## src/rtl/cpu_pkg.sv

```systemverilog
// Shared definitions for the 16-bit pipelined CPU.
// The decoder, hazard unit and execute stage all import this package.
package cpu_pkg;

  localparam int WIDTH_DEFAULT = 16;

  localparam logic [1:0] ALU_AND  = 2'b00;
  localparam logic [1:0] ALU_ADD  = 2'b01;
  localparam logic [1:0] ALU_SUB  = 2'b10;
  localparam logic [1:0] ALU_PASS = 2'b11;

  // Bit of the 3-bit EX control word that selects the immediate as operand 2
  localparam int ALU_SRC_BIT = 2;

endpackage

```

## src/rtl/alu16.sv

```systemverilog
// Purely combinational ALU: AND, ADD, SUB and PASS of operand b.
// Arithmetic wraps modulo 2^WIDTH; no flags are produced.
module alu16
  import cpu_pkg::*;
#(
  parameter int WIDTH = WIDTH_DEFAULT
) (
  input  logic [WIDTH-1:0] a,
  input  logic [WIDTH-1:0] b,
  input  logic [1:0]       op,
  output logic [WIDTH-1:0] y
);

  always_comb begin
    y = '0;
    case (op)
      ALU_AND:  y = a & b;
      ALU_ADD:  y = a + b;
      ALU_SUB:  y = a - b;
      ALU_PASS: y = b;
      default:  y = '0;
    endcase
  end

endmodule

```

## src/rtl/exe_stage.sv

```systemverilog
// Execute stage: operand-2 select, ALU, and the EX/MEM pipeline register
// holding the ALU result and the store data.
module exe_stage
  import cpu_pkg::*;
#(
  parameter int WIDTH = WIDTH_DEFAULT
) (
  input  logic             clk,
  input  logic             reset,
  input  logic [WIDTH-1:0] Immediate1,
  input  logic [WIDTH-1:0] A,
  input  logic [WIDTH-1:0] B,
  input  logic [2:0]       signals,
  output logic [WIDTH-1:0] AluResult,
  output logic [WIDTH-1:0] DataMemory
);

  logic [WIDTH-1:0] op2;
  logic [WIDTH-1:0] alu_y;
  logic [WIDTH-1:0] alu_result_d, alu_result_q;
  logic [WIDTH-1:0] data_memory_d, data_memory_q;

  assign op2 = signals[ALU_SRC_BIT] ? Immediate1 : B;

  alu16 #(.WIDTH(WIDTH)) u_alu (
    .a  (A),
    .b  (op2),
    .op (signals[1:0]),
    .y  (alu_y)
  );

  // Store data is always the raw register B, never the muxed operand
  always_comb begin
    alu_result_d  = alu_y;
    data_memory_d = B;
  end

  always_ff @(posedge clk) begin
    if (reset) begin
      alu_result_q  <= '0;
      data_memory_q <= '0;
    end else begin
      alu_result_q  <= alu_result_d;
      data_memory_q <= data_memory_d;
    end
  end

  assign AluResult  = alu_result_q;
  assign DataMemory = data_memory_q;

endmodule

```

## config.mk

```make
export PLATFORM = sky130hd
export DESIGN_NAME = exe_stage
export DESIGN_NICKNAME = d
export VERILOG_FILES = /design/src/rtl/cpu_pkg.sv /design/src/rtl/alu16.sv /design/src/rtl/exe_stage.sv
export SDC_FILE = /design/constraint.sdc
export NUM_CORES = 1
export LEC_CHECK = 0
export CORE_MARGIN = 8
export CORE_UTILIZATION = 30
export CTS_CLUSTER_SIZE = 30
export DETAILED_ROUTE_END_ITERATION = 6
export SYNTH_ARGS = -nofsm -noshare
export SYNTH_HDL_FRONTEND = slang
export SYNTH_SLANG_ARGS = --single-unit
```

## constraint.sdc

```tcl
create_clock -name clk -period 6.4 [get_ports clk]
set_clock_uncertainty 0.2 [all_clocks]
set_input_delay 0.96 -clock clk [delete_from_list [all_inputs] [get_ports clk]]
set_output_delay 0.96 -clock clk [all_outputs]
set_load 0.01 [all_outputs]
```

# Word level (Yosys, flattened, before mapping)
# Cells that the tools add are included.
# totals
regBits,32
latch_bits,0
ramBits,0
mem_bits_ro,0
input_bits,53
word_cells,11
n_memories,0
# classes
addsub,2
mul,0
n_div,0
n_lt_le_gt_ge,0
eq_ne,3
n_shift,0
mux,2
bitwise_logic,1
n_reduce_logical,1
# op_table
cell,n
$pmux 16 s4,1
$add 16x16->16,1
$and 16x16->16,1
$mux 16,1
$sub 16x16->16,1
$eq 2x2->1 const B,2
$eq 2x1->1 const B,1
$logic_not 2->1,1

# Depth between registers and ports, before layout
# logic_depth
ltp_word,3
ltp_mapped,18
ltp_nobuf,15

# Hierarchy
# A second synthesis with hierarchy kept.
# hier_totals
hier_cells,285
hier_area_um2,2484.9
# by_module_without_submodules
module,n_inst,cells_per_inst,area_each_um2
alu16,1,200,1361.3
exe_stage,1,85,1123.6

# Least setup slack after synthesis
# Ideal clock, no wire load.
# synth_path
path_type,input -> register
from,input port signals[2]
to,register alu_result_q[13] (netlist: AluResult[13])
setup_ns,0.118
arrival_ns,3.883
required_time_ns,6.082
setup_slack_ns,2.198
path_stages,17
path_cell_list,buf_6 > buf_2 > mux2_2 > inv_1 > ha_1 > nand2_1 > nor3_2 > nor2_1 > xnor2_1 > ha_1 > a21o_1 > a211oi_1 > nand4b_1 > and2_1 > a41oi_1 > xor2_1 > o21ai_1
# synth_via
elab_chain_len,3
word_cells_on_any_way,5
classes_between,2 x add/sub; 2 x mux; 1 x bitwise
# synth_rtl
element,line_no,text
start: declaration,exe_stage.sv:13,"input logic [2:0] signals,"
$mux 16 *,exe_stage.sv:23,assign op2 = signals[ALU_SRC_BIT] ? Immediate1 : B;
"$sub 16x16->16, or another cell as far along",alu16.sv:19,ALU_SUB: y = a - b;
$pmux 16 s4 *,alu16.sv:16,case (op)
end signal: assignment,exe_stage.sv:43,alu_result_q <= alu_result_d;
end: declaration,exe_stage.sv:20,"logic [WIDTH-1:0] alu_result_d, alu_result_q;"
# Mark *: on every way between the ends. The rest lies on a longest branch, timed or not.
# A chain may end at the register's enable or synchronous reset.

# Worst setup path after layout
# Same ends and word-level chain as after synthesis.

==> out/summary.txt <==
Outcome = finished clean
Clock-pin slew on the worst setup and hold paths = 0.07 ns
Post-Synthesis Cells = 312
Worst endpoint data arrival time = 4.83 ns
Max_cap viols = 0
Pleak = 1.42 nW
Sw Share = 34.3%
Setup-failing EPs final = 0
Multi-input logic area = 0.00179 mm2
Reg power frac = 31.6%
Yosys cell types = 57
Adder-Cell Fraction of Synth Area = 10.4%
First-pass GRT wire length = 12600 um
Final antenna-violating net count = 0
Number of fill cells in the layout = 866
Initial antenna violation count = 0
Post-synthesis compound-gate area fraction = 21.7%
Psw = 242 uW
Crit-path cells = clkdlybuf4s50_1 > mux2_2 > inv_1 > ha_1 > nand2_1 > nor3_2 > nor2_1 > xnor2_1 > ha_1 > a21o_1 > a211oi_1 > nand4b_1 > and2_1 > a41oi_1 > xor2_1 > o21ai_1
Clk pwr share = 23.3%
Post-synthesis mux area share = 6.82%
Grt ovf = 0
CP peak stage delay = 0.87 ns
Row cnt = 34
Comb pwr share = 45.2%
CTS H-tree lvls = 2
Commonest non-fill, non-tap cells in the layout = clkdlybuf4s50_1, nor2_1, a21oi_1
Clk root buf = clkbuf_8
CTS tree = built
FF+latch count, synth = 32
Unrepaired setup endpoints after global routing = false
Hold Buf Count CTS = 0
GRT Util Overall = 13.3%
PwrDens = 199 mW/mm2
Area grow syn2layout = 37.2%
Total CTS buffers = 5
Final Slew Violations = 0
Synthesized net count = 386
Most frequent CP cell = ha_1
IO Count = 85
Setup Fix Bufs, Post-CTS = 0
Largest family of logic cells by synthesized area = compound AO/OA/AOI/OAI gates
Finished Layout Cells = 500
DR WL/cell = 15.7 um
Synth Area in XOR/XNOR = 9.48%
Final Hold Violating Endpoints = 0
Simple-gate share of the synthesized area = 20.9%
Cell Area, Placed = 0.00346 mm2
Commonest non-fill, non-tap cell in the layout = clkdlybuf4s50_1
GPL Wtd Cong = 0.836
WP data required = 6.38 ns
Starting density of the core = 30.3%
Post-synth top flop = dfxtp_1
Clk sinks = 32
Tot Pwr = 706 uW
Die Height = 109 um
Clock Path Buffers = 2
Average size of a mapped cell = 8.29 um2
DR iter-0 viols = 100
Share of cells above drive strength 1 = 7.14%
IO buf count = 84
Worst setup SP type = input port
Hold Path Class = in2reg
Die area = 0.0119 mm2
Crit share post-route = 75.8%
Synth Cell Area = 0.00259 mm2
Cell internal pwr = 464 uW
Final wirelength = 7830 um
Synth warnings = 0
Slew @ Worst Pin = 0.953 ns
Min Tclk post-route = 4.85 ns
Post-CTS Resized = 0
Max Clk Rate = 206 MHz
Rel. slew slack = 36.4%
Antenna cell count = 0
Critical path's slowest cell = clkdlybuf4s50_1
Post-route design area = 0.00355 mm2
Post-Place Cells = 492
Crit-path max FO = 14
Post-synth ARST share = 0%
Die Wd = 109 um
Pre-Repair DR Iteration Count = 4
Peak VDD IR = 0.0000636 V
CP Class = in2reg
Vias per cell = 4.98
Detailed placement HPWL = 6350 um
Nets = 465
Core area = 0.00855 mm2
Post-synth EDFFs = 0
Via count = 2489
Largest net degree at the start of global routing = 36
Setup TNS = 0 ns
Post-synthesis sequential area ratio = 24.8%
DRC Markers = 0
Vias in the first global route = 2530
Worst setup EP type = flop
Storage element area = 641 um2
==> cells in the mapped netlist (3+ instances only) <==
cell       n  area, um2
and3_1     3       18.8
ha_1      20        250
nor3_1     5       25.0
nand2_1   22       82.6
buf_2      3       15.0
a21oi_1   37        185
o31ai_1    3       22.5
nand3_1    3       15.0
a31oi_1    7       43.8
clkbuf_1   6       22.5
a21oi_2    3       26.3
a21o_1     6       45.0
dfxtp_1   32        641
xor2_1    16        140
inv_1      9       33.8
mux2i_1   12        120
o32ai_1    3       26.3
mux2_2     5       56.3
nor2_1    41        154
a211oi_1   4       30.0
nor2b_1   18        113
xnor2_1   12        105
==> routing by layer <==
| layer | vias to the layer above | global-route usage, % | part of all wire (%) |
|---|---|---|---|
| li1 | 1261 | - | - |
| met1 | 1147 | 17.2 | 47 |
| met2 | 75 | 21.8 | 46 |
| met4 | 0 | 3.23 | 0.89 |
| met5 | - | 0 | 0 |
| met3 | 6 | 3.19 | 6.7 |
==> per-stage QoR <==
stage | utilization (%) | hold slack (ns) | setup slack (ns)
2_1_floorplan | - | 0.888 | 2.20
3_3_place_gp | 40.4 | 1.37 | 1.44
3_5_place_dp | 40.4 | 1.35 | 1.28
4_1_cts | 41.5 | 1.06 | 1.57
5_1_grt | 41.5 | 1.07 | 1.24
6_report | 41.5 | 1.06 | 1.55
==> critical path: cells and delay by family <==
| kind | cells | cell delay, ns |
|---|---|---|
| AO/OA/AOI/OAI | 4 | 0.83 |
| XOR/XNOR | 2 | 0.32 |
| adder cells (fa/ha/maj) | 2 | 0.54 |
| buffers and inverters | 2 | 0.94 |
| multiplexers | 1 | 0.44 |
| AND/OR/NAND/NOR | 5 | 0.80 |
==> sequential cells by signal, indices dropped and copies added (netlist names) <==
name and cells:
DataMemory 16, AluResult 16
==> worst paths after layout <==
check,start,endpoint,slack [ns],cells after the start
max,signals[2],AluResult[13],1.55,16
min,B[15],DataMemory[15],1.06,2
==> cells by family (layout without fill, tap and decap cells) <==
| kind of cell | Yosys count | after routing |
|---|---|---|
| and+or+nand+nor | 108 | 108 |
| AOI/OAI and AO/OA | 83 | 83 |
| DFF | 32 | 32 |
| xor gates and xnor gates | 28 | 28 |
| buffers and inverters | 23 | 103 |
| adders and majority gates | 21 | 21 |
| muxes | 17 | 17 |
==> power groups by stage <==
stage                     clock (mW)  combinational (mW)  sequential (mW)
after global placement             0               0.317            0.228
final                          0.164               0.319            0.223
after floorplan                    0               0.196            0.237
after detailed placement           0               0.318            0.228
after global routing           0.180               0.352            0.224
after CTS                      0.171               0.320            0.223
==> layout make-up <==
class / count / area share [%]
Multi-Input combinational cell: 257 / 50.5
Timing Repair Buffer: 86 / 24.1
Sequential cell: 32 / 18.0
Tap cell: 108 / 3.81
Clock buffer: 6 / 2.33
Inverter: 9 / 0.951
Clock inverter: 2 / 0.282
Power figures use the tool's default switching activity.
